File: config.mk
export PLATFORM = sky130hd
export DESIGN_NAME = led_hunt_game
export DESIGN_NICKNAME = d
export VERILOG_FILES = /design/src/rtl/led_hunt_game.sv
export SDC_FILE = /design/constraint.sdc
export NUM_CORES = 1
export LEC_CHECK = 0
export ABC_CLOCK_PERIOD_IN_PS = 3260
export BUFFER_PORTS_ARGS = -buffer_cell sky130_fd_sc_hd__buf_4
export CORE_MARGIN = 3
export CORE_UTILIZATION = 55
export CTS_BUF_LIST = sky130_fd_sc_hd__clkbuf_8 sky130_fd_sc_hd__clkbuf_16
export DETAILED_ROUTE_END_ITERATION = 7
export PLACE_DENSITY = 0.83
export SLEW_MARGIN = 20
export SYNTH_ARGS = -nofsm -noshare
export SYNTH_HDL_FRONTEND = slang
export SYNTH_SLANG_ARGS = --single-unit
File: constraint.sdc
create_clock -name clk_100mhz -period 3.26 [get_ports clk_100mhz]
set_input_delay 0.489 -clock clk_100mhz [delete_from_list [all_inputs] [get_ports clk_100mhz]]
set_output_delay 0.489 -clock clk_100mhz [all_outputs]
set_load 0.01 [all_outputs]
File: src/rtl/led_hunt_game.sv
`timescale 1ns/1ps
`default_nettype none
// ============================================================================
//  Module      : led_hunt_game
//  Description : LED-hunt game core. A debounced cursor walks an N_LEDS strip,
//                btn_up spawns a pseudo-random target, landing the cursor on
//                it scores a hit, and leaving it lit for TIMEOUT_CYCLES counts
//                a miss. Score and misses are shown on a multiplexed 4-digit
//                seven-segment display.
//  Ports       : clk_100mhz            - sole clock
//                rst_n                 - asynchronous active-low reset
//                btn_left/right/up/enter - raw active-high buttons
//                led[N_LEDS-1:0]       - cursor | target, or end-of-game pattern
//                seg[7:0]              - active-low segments (dp on [7])
//                dig[3:0]              - active-low digit enables
//                state[1:0]            - 00 IDLE, 01 ARMED, 10 WIN, 11 LOSE
//                score_bcd[7:0]        - tens [7:4], ones [3:0]
//                misses[3:0]           - binary miss count
//  Revision    : 1.0 - initial release
// ============================================================================
module led_hunt_game #(
    parameter int N_LEDS          = 8,
    parameter int WIN_SCORE       = 9,
    parameter int MAX_MISSES      = 3,
    parameter int TIMEOUT_CYCLES  = 300_000_000,
    parameter int DEBOUNCE_CYCLES = 1_000_000,
    parameter int REFRESH_CYCLES  = 100_000
) (
    input  logic              clk_100mhz,
    input  logic              rst_n,
    input  logic              btn_left,
    input  logic              btn_right,
    input  logic              btn_up,
    input  logic              btn_enter,
    output logic [N_LEDS-1:0] led,
    output logic [7:0]        seg,
    output logic [3:0]        dig,
    output logic [1:0]        state,
    output logic [7:0]        score_bcd,
    output logic [3:0]        misses
);

    localparam int c_PW = $clog2(N_LEDS);
    localparam int c_DW = $clog2(DEBOUNCE_CYCLES + 1);
    localparam int c_TW = $clog2(TIMEOUT_CYCLES + 1);
    localparam int c_RW = $clog2(REFRESH_CYCLES + 1);

    localparam logic [c_DW-1:0]   c_DB_LAST      = c_DW'(DEBOUNCE_CYCLES - 1);
    localparam logic [c_TW-1:0]   c_TIMEOUT_LAST = c_TW'(TIMEOUT_CYCLES - 1);
    localparam logic [c_RW-1:0]   c_REF_LAST     = c_RW'(REFRESH_CYCLES - 1);
    localparam logic [7:0]        c_WIN_BCD      = {4'(WIN_SCORE / 10), 4'(WIN_SCORE % 10)};
    localparam logic [3:0]        c_MAX_MISS     = 4'(MAX_MISSES);
    localparam logic [15:0]       c_LFSR_SEED    = 16'hACE1;
    localparam logic [N_LEDS-1:0] c_ONE          = N_LEDS'(1);
    localparam logic [N_LEDS-1:0] c_LOSE_PAT     = {(N_LEDS / 2){2'b10}};

    typedef enum logic [1:0] {
        ST_IDLE  = 2'b00,
        ST_ARMED = 2'b01,
        ST_WIN   = 2'b10,
        ST_LOSE  = 2'b11
    } state_t;

    // ------------------------------------------------------------------
    // Button conditioning: sync, debounce, rising-edge pulse
    // ------------------------------------------------------------------
    logic [3:0] w_btn_raw;
    logic [3:0] w_pulse;

    assign w_btn_raw = {btn_enter, btn_up, btn_right, btn_left};

    for (genvar gi = 0; gi < 4; gi++) begin : g_btn
        logic            r_s1;
        logic            r_s2;
        logic            r_deb;
        logic            r_deb_d;
        logic            r_pulse;
        logic [c_DW-1:0] r_cnt;

        always_ff @(posedge clk_100mhz or negedge rst_n) begin
            if (!rst_n) begin
                r_s1    <= 1'b0;
                r_s2    <= 1'b0;
                r_deb   <= 1'b0;
                r_deb_d <= 1'b0;
                r_pulse <= 1'b0;
                r_cnt   <= '0;
            end else begin
                r_s1 <= w_btn_raw[gi];
                r_s2 <= r_s1;
                // Count consecutive cycles of disagreement; any agreement restarts it.
                if (r_s2 != r_deb) begin
                    if (r_cnt == c_DB_LAST) begin
                        r_deb <= ~r_deb;
                        r_cnt <= '0;
                    end else begin
                        r_cnt <= r_cnt + c_DW'(1);
                    end
                end else begin
                    r_cnt <= '0;
                end
                r_deb_d <= r_deb;
                r_pulse <= r_deb & ~r_deb_d;
            end
        end

        assign w_pulse[gi] = r_pulse;
    end

    logic w_left, w_right, w_up, w_enter;
    assign w_left  = w_pulse[0];
    assign w_right = w_pulse[1];
    assign w_up    = w_pulse[2];
    assign w_enter = w_pulse[3];

    // ------------------------------------------------------------------
    // Game state registers
    // ------------------------------------------------------------------
    state_t          r_state, w_state;
    logic [c_PW-1:0] r_pos, w_pos;
    logic [c_PW-1:0] r_tgt, w_tgt;
    logic [7:0]      r_score, w_score;
    logic [3:0]      r_misses, w_misses;
    logic [c_TW-1:0] r_timer, w_timer;
    logic [15:0]     r_lfsr;

    always_ff @(posedge clk_100mhz or negedge rst_n) begin
        if (!rst_n) begin
            r_state  <= ST_IDLE;
            r_pos    <= '0;
            r_tgt    <= '0;
            r_score  <= '0;
            r_misses <= '0;
            r_timer  <= '0;
            r_lfsr   <= c_LFSR_SEED;
        end else begin
            r_state  <= w_state;
            r_pos    <= w_pos;
            r_tgt    <= w_tgt;
            r_score  <= w_score;
            r_misses <= w_misses;
            r_timer  <= w_timer;
            // Right-shifting Fibonacci form: taps 16,14,13,11 are bits 0,2,3,5.
            r_lfsr   <= {r_lfsr[0] ^ r_lfsr[2] ^ r_lfsr[3] ^ r_lfsr[5], r_lfsr[15:1]};
        end
    end

    logic [c_PW-1:0] w_lfsr_tgt;
    logic [c_PW-1:0] w_spawn_tgt;
    logic [7:0]      w_score_inc;
    logic [3:0]      w_miss_inc;
    logic            w_hit;
    logic            w_timeout;

    assign w_lfsr_tgt  = r_lfsr[c_PW-1:0];
    // Never spawn under the cursor, otherwise the target would be hit for free.
    assign w_spawn_tgt = (w_lfsr_tgt == r_pos) ? w_lfsr_tgt + c_PW'(1) : w_lfsr_tgt;
    assign w_score_inc = (r_score[3:0] == 4'd9) ? {r_score[7:4] + 4'd1, 4'd0}
                                                : {r_score[7:4], r_score[3:0] + 4'd1};
    assign w_miss_inc  = r_misses + 4'd1;
    assign w_hit       = (r_pos == r_tgt);
    assign w_timeout   = (r_timer == c_TIMEOUT_LAST);

    always_comb begin
        w_state  = r_state;
        w_pos    = r_pos;
        w_tgt    = r_tgt;
        w_score  = r_score;
        w_misses = r_misses;
        w_timer  = r_timer;
        if (w_enter) begin
            w_state  = ST_IDLE;
            w_pos    = '0;
            w_score  = '0;
            w_misses = '0;
        end else begin
            if ((r_state == ST_IDLE || r_state == ST_ARMED) && (w_left ^ w_right)) begin
                w_pos = w_left ? r_pos + c_PW'(1) : r_pos - c_PW'(1);
            end
            case (r_state)
                ST_IDLE: begin
                    if (w_up) begin
                        w_tgt   = w_spawn_tgt;
                        w_timer = '0;
                        w_state = ST_ARMED;
                    end
                end
                ST_ARMED: begin
                    // A hit on the timeout cycle takes precedence over the miss.
                    if (w_hit) begin
                        w_score = w_score_inc;
                        w_state = (w_score_inc == c_WIN_BCD) ? ST_WIN : ST_IDLE;
                    end else if (w_timeout) begin
                        w_misses = w_miss_inc;
                        w_state  = (w_miss_inc == c_MAX_MISS) ? ST_LOSE : ST_IDLE;
                    end else begin
                        w_timer = r_timer + c_TW'(1);
                    end
                end
                default: ;
            endcase
        end
    end

    // ------------------------------------------------------------------
    // LED strip
    // ------------------------------------------------------------------
    logic [N_LEDS-1:0] w_pos_oh;
    logic [N_LEDS-1:0] w_tgt_oh;
    assign w_pos_oh = c_ONE << r_pos;
    assign w_tgt_oh = c_ONE << r_tgt;

    always_comb begin
        led = w_pos_oh;
        case (r_state)
            ST_ARMED: led = w_pos_oh | w_tgt_oh;
            ST_WIN:   led = '1;
            ST_LOSE:  led = c_LOSE_PAT;
            default:  ;
        endcase
    end

    // ------------------------------------------------------------------
    // Seven-segment multiplexing
    // ------------------------------------------------------------------
    logic [c_RW-1:0] r_ref_cnt;
    logic [1:0]      r_digit;

    always_ff @(posedge clk_100mhz or negedge rst_n) begin
        if (!rst_n) begin
            r_ref_cnt <= '0;
            r_digit   <= 2'd0;
        end else if (r_ref_cnt == c_REF_LAST) begin
            r_ref_cnt <= '0;
            r_digit   <= r_digit + 2'd1;
        end else begin
            r_ref_cnt <= r_ref_cnt + c_RW'(1);
        end
    end

    function automatic logic [7:0] f_hex7(input logic [3:0] v);
        case (v)
            4'h0: return 8'hC0;
            4'h1: return 8'hF9;
            4'h2: return 8'hA4;
            4'h3: return 8'hB0;
            4'h4: return 8'h99;
            4'h5: return 8'h92;
            4'h6: return 8'h82;
            4'h7: return 8'hF8;
            4'h8: return 8'h80;
            4'h9: return 8'h90;
            4'hA: return 8'h88;
            4'hB: return 8'h83;
            4'hC: return 8'hC6;
            4'hD: return 8'hA1;
            4'hE: return 8'h86;
            default: return 8'h8E;
        endcase
    endfunction

    logic [3:0] w_digit_val;
    logic       w_blank;

    always_comb begin
        w_digit_val = 4'd0;
        w_blank     = 1'b0;
        case (r_digit)
            2'd0:    w_digit_val = r_score[3:0];
            2'd1:    w_digit_val = r_score[7:4];
            2'd2:    w_blank     = 1'b1;
            default: w_digit_val = r_misses;
        endcase
        seg = w_blank ? 8'hFF : f_hex7(w_digit_val);
        dig = ~(4'b0001 << r_digit);
    end

    assign state     = r_state;
    assign score_bcd = r_score;
    assign misses    = r_misses;

endmodule
`default_nettype wire

# Yosys cells after proc, flatten, opt, wreduce, memory -nomap -nowiden
# Memories as Yosys holds them, arrays and structs flattened.
# Cells that the tools add are included.
# op_classes
n_mul	0
div_mod_pow	0
n_eq_ne	26
n_addsub	13
n_lt_le_gt_ge	0
n_bitwise	19
reduce_logical	19
shifts	3
n_mux	36
# op_table
operator	count
$mux 20	8
$mux 29	3
$add 20x1->20 const B	4
$eq 20x20->1 const B	4
$pmux 29 s2	1
$mux 8	5
$add 29x1->29 const B	1
$eq 29x29->1 const B	1
$pmux 8 s3	1
$add 17x1->17 const B	1
$eq 17x17->1 const B	1
$mux 17	1
$mux 4	4
$shl 1x3->8 const A	2
$add 4x1->4 const B	3
$mux 2	6
$mux 3	4
$pmux 4 s3	1
$reduce_and 2->1	5
$reduce_bool 2->1	5
$not 1->1	9
$reduce_and 3->1	3
$eq 8x4->1 const B	1
$ne 2x2->1 const B	4
23 further kinds	38
# totals
input_bits	6
elab_cells	150
mem_count	1
latch_bits	0
ram_bits	0
output_inout_bits	34
ff_bits	184
mem_bits_ro	112
# mem_list
name	depth	width	rd	rd_clocked_by_memory_dff	wr	line	source
(no name shown)	16	7	1	0	0	242	case (v)

# Logic depth before layout (Yosys ltp)
# depth
ltp_word	7
mapped_depth	10
depth_no_buf	10

# Worst setup path before layout
# OpenSTA, ideal clock, no wires.
# synth_timing
path_type	flip-flop to output port
startpoint	reg r_digit[0]
endpoint	out seg[3]
required_time_ns	2.771
slack_ns	0.608
arrival_time_ns	2.163
stages_incl_launch_ff	9
n_path_buf	0
cell_sequence	dfrtp_1 > inv_1 > ha_1 > a221o_1 > o21ai_1 > ha_1 > mux2_2 > mux2_2 > nand2_1
# synth_via
elab_chain_len	4
word_cells_on_any_way	7
cone_classes	eq/ne (2); mux (3); reduce/logical (1); memory (1)
# synth_rtl
item	line	source
start: declaration	227	logic [1:0] r_digit;
start signal: assignment	235	r_digit <= r_digit + 2'd1;
$eq 2x2->1, or another cell as far along	268	case (r_digit)
$pmux 4 s3	268	
$mem_v2 16x7	--	
$mux 8 *	274	seg = w_blank ? 8'hFF : f_hex7(w_digit_val);
end: declaration	36	output logic [7:0] seg,
# Every way passes the cells marked *; elsewhere a longest branch is shown, timed or not.

# Worst setup path after layout
# Same ends and word-level chain as after synthesis.

==> results.json <==
{
  "status": "finished, final reports clean",
  "cp_common_cell": "mux2_2",
  "synth_nets": 963,
  "dr.pass1.iters": 5,
  "skew_ns": 0.0101,
  "fmax_mhz": 319,
  "syn_area_per_cell_um2": 10.0,
  "grt_pass1_vias": 6910,
  "vdd_drop_max_uv": 600,
  "p_leak_nw": 4.61,
  "clock_latency_ns": 0.43,
  "clock_sinks": 184,
  "antenna_found_initial": 0,
  "slew_violations": 0,
  "layout_common_cells": "dfrtp_1, nor2_1, nand2_1",
  "drt-initial-drc-count": 562,
  "synthCells": 935,
  "ys.flop_type": "dfrtp_1",
  "dp.final_hpwl_mm": 12.1,
  "h-tree-depth": 4,
  "final_common_cell": "dfrtp_1",
  "instances_no_fill": 1195,
  "ys_seq_elements": 184,
  "yosys_warnings": 0,
  "ios": 40,
  "rows": 47,
  "final_layout_size_suffix_gt1_share_pct": 12.3,
  "finalCriticalPeriod_ns": 3.14,
  "routabilityCongestion": 0.836,
  "top_layer_used": "met4",
  "p_comb_share_pct": 2.1,
  "maxCapViolCount": 0,
  "ff_latch_area_um2": 4610,
  "vias_per_cell": 5.84,
  "regToRegSetupSlack_ns": 0.87,
  "setup_violations": 0,
  "crit_path_end_kind": "output pin",
  "clockBufferDepth": 2,
  "gr-usage-all-layers_pct": 21.2,
  "numCtsBuffers": 17,
  "fin_nets": 990,
  "initial_core_util_pct": 56.3,
  "p_sw_w": 0.000998,
  "critical_path_required_ns": 2.77,
  "cp_max_fo": 8,
  "overflow": 0,
  "ctsHoldBuffers": 0,
  "power_density_nw_per_um2": 435,
  "synth-edff-count": 0,
  "coreArea_um2": 16600,
  "swShare_pct": 21.9,
  "cts_tree": "built",
  "grt_pass1_wl_mm": 32.1,
  "synth_cell_types": 62,
  "critPathArrivalTime_ns": 2.65,
  "multiInputGateArea_um2": 4460,
  "tightestPinTransition_ns": 0.986,
  "netlist_area_um2": 9370,
  "fill_cells": 1271,
  "slowest_stage": "dfrtp_1",
  "synth_async_sr_flop_share_pct": 100,
  "cts.reportedPaths.clkPinSlew_ns": 0.06,
  "path_class": "reg -> out",
  "cp_cell_sequence": "inv_1 -> ha_2 -> a221o_1 -> o21ai_4 -> ha_1 -> mux2_2 -> mux2_2 -> nand2_1 -> buf_4",
  "critPathMaxStageDelay_ns": 0.41,
  "port_buffers": 38,
  "synth_seq_area_share_pct": 49.2,
  "dr_wl_met2_mm": 9.17,
  "die_h_um": 137,
  "p_clk_share_pct": 46.9,
  "n_antenna_cell": 0,
  "dp_cells": 1162,
  "cts-root-buf": "clkbuf_16",
  "wire_per_inst_um": 15.5,
  "hp-class": "in -> async",
  "grt_max_degree": 81,
  "whs_ns": 0.0705,
  "synthToLayoutAreaGrowth_pct": 11.5,
  "hold_viol_final": 0,
  "period_share_pct": 96.2,
  "fp.dieArea_um2": 18600,
  "internal_power_w": 0.00355,
  "wl_mm": 18.5,
  "wl_met3_um": 930,
  "start_kind": "register",
  "wl_met1_mm": 8.22,
  "pwr-share-seq_pct": 51.0,
  "ant_nets": 0,
  "dieWidth_um": 137,
  "relSlewSlack_pct": 34.3,
  "drc": 0,
  "vias": 6980
}
## final cells by class
cell class                      count  area share, %
Multi-Input combinational cell    682           42.7
Clock buffer                       17           4.07
Timing Repair Buffer               47           3.53
Clock inverter                     15           1.84
Inverter                           30           1.08
Sequential cell                   184           44.2
Tap cell                          220           2.64
## what timing repair did
action,CTS,global route
resized for setup,1,5
hold endpoints to repair,0,0
setup endpoints to repair,5,4
setup buffers,0,1
gates cloned,0,0
## flip-flops by register name, indices dropped and copies added, names as in the netlist, 3 cells and up
| name | count |
|---|---|
| g_btn.r_cnt | 80 |
| g_btn.r_deb | 4 |
| g_btn.r_deb_d | 4 |
| g_btn.r_pulse | 4 |
| g_btn.r_s1 | 4 |
| g_btn.r_s2 | 4 |
| misses | 4 |
| r_lfsr | 16 |
| r_pos | 3 |
| r_ref_cnt | 17 |
| r_tgt | 3 |
| r_timer | 29 |
| score_bcd | 8 |
## through the flow
step	power [W]	utilization [%]	setup TNS [ns]	instance area, um^2	setup WS [ns]
floorplan	0.00239	-	0	9370	0.608
global placement	0.00245	58.9	0	9800	0.434
detailed placement	0.00246	58.9	0	9800	0.348
CTS	0.00458	62.6	0	10400	0.0461
global route	0.00469	62.8	-0.00968	10400	-0.00968
finish	0.00455	62.8	0	10400	0.124
## synthesized netlist by cell type, types with 5 or more instances
library cell / instances / share of area (%)
mux2i_1: 9 / 0.96
o21ai_0: 13 / 0.69
nand2b_1: 5 / 0.33
or2_2: 6 / 0.40
clkbuf_1: 17 / 0.68
nor2b_1: 8 / 0.53
dfrtp_1: 176 / 47
nand4_1: 37 / 2.5
nor4b_1: 5 / 0.47
nor3_1: 16 / 0.85
and4_1: 16 / 1.5
dfstp_2: 8 / 2.2
or4_1: 20 / 1.6
mux2_2: 7 / 0.84
inv_1: 30 / 1.2
o31ai_1: 22 / 1.8
nor4_1: 13 / 0.87
nand2_1: 69 / 2.8
or3_1: 5 / 0.33
a21oi_1: 34 / 1.8
buf_4: 8 / 0.64
nor2_1: 134 / 5.4
xnor2_1: 50 / 4.7
nand3_1: 46 / 2.5
buf_2: 12 / 0.64
ha_1: 21 / 2.8
xor2_1: 62 / 5.8
and3_1: 21 / 1.4
## logic make-up (layout without fill, tap and decap cells)
logic type               after synthesis  in the layout  share of synthesized area [%]
adder cells (fa/ha/maj)               22             22                           3.02
AO/OA/AOI/OAI                        100            100                           7.13
multiplexers                          16             16                           1.80
XOR/XNOR                             115            115                           11.3
AND/OR/NAND/NOR                      428            428                           24.0
flip-flops                           184            184                           49.2
other                                  1              1                         0.0400
buffers and inverters                 69            109                           3.41
## power by group through the flow
| stage | clock network (W) | logic [W] | registers, W |
|---|---|---|---|
| 2_1_floorplan | 0 | 0.0000386 | 0.00236 |
| 3_3_place_gp | 0 | 0.0000956 | 0.00236 |
| 3_5_place_dp | 0 | 0.0000986 | 0.00236 |
| 4_1_cts | 0.00217 | 0.0000999 | 0.00232 |
| 5_1_grt | 0.00226 | 0.000112 | 0.00232 |
| 6_report | 0.00213 | 0.0000959 | 0.00232 |
## worst max-delay path: cells and delay by family (launching register included)
kind / cells / cell delay [ns]
adders and majority gates: 2 / 0.51
buffers and inverters: 2 / 0.23
and+or+nand+nor: 1 / 0.07
AOI/OAI and AO/OA: 2 / 0.48
muxes: 2 / 0.53
DFF: 1 / 0.41
## per-layer routing
layer	track usage (%)	vias to the layer above
met5	0	-
met4	5.94	0
met3	5.63	21
met2	34.8	170
met1	27.9	3452
li1	-	3337
## path summary, 6_finish.rpt
| path | endpoint | depth (start not counted) | startpoint |
|---|---|---|---|
| setup / recovery | seg[3] | 9 | r_digit[0]$_DFFE_PN0N_ |
| setup reg to reg | r_timer[24]$_DFFE_PN0P_ | 6 | r_timer[0]$_DFFE_PN0P_ |
| min in group clk_100mhz | g_btn[1].r_s1$_DFF_PN0_ | 1 | btn_right |
| max in group asynchronous | r_lfsr[13]$_DFF_PN1_ | 2 | rst_n |
| hold reg to reg | g_btn[2].r_s2$_DFF_PN0_ | 0 | g_btn[2].r_s1$_DFF_PN0_ |
| hold / removal | g_btn[1].r_cnt[12]$_DFF_PN0_ | 1 | rst_n |
(Power assumes the default switching activity.)
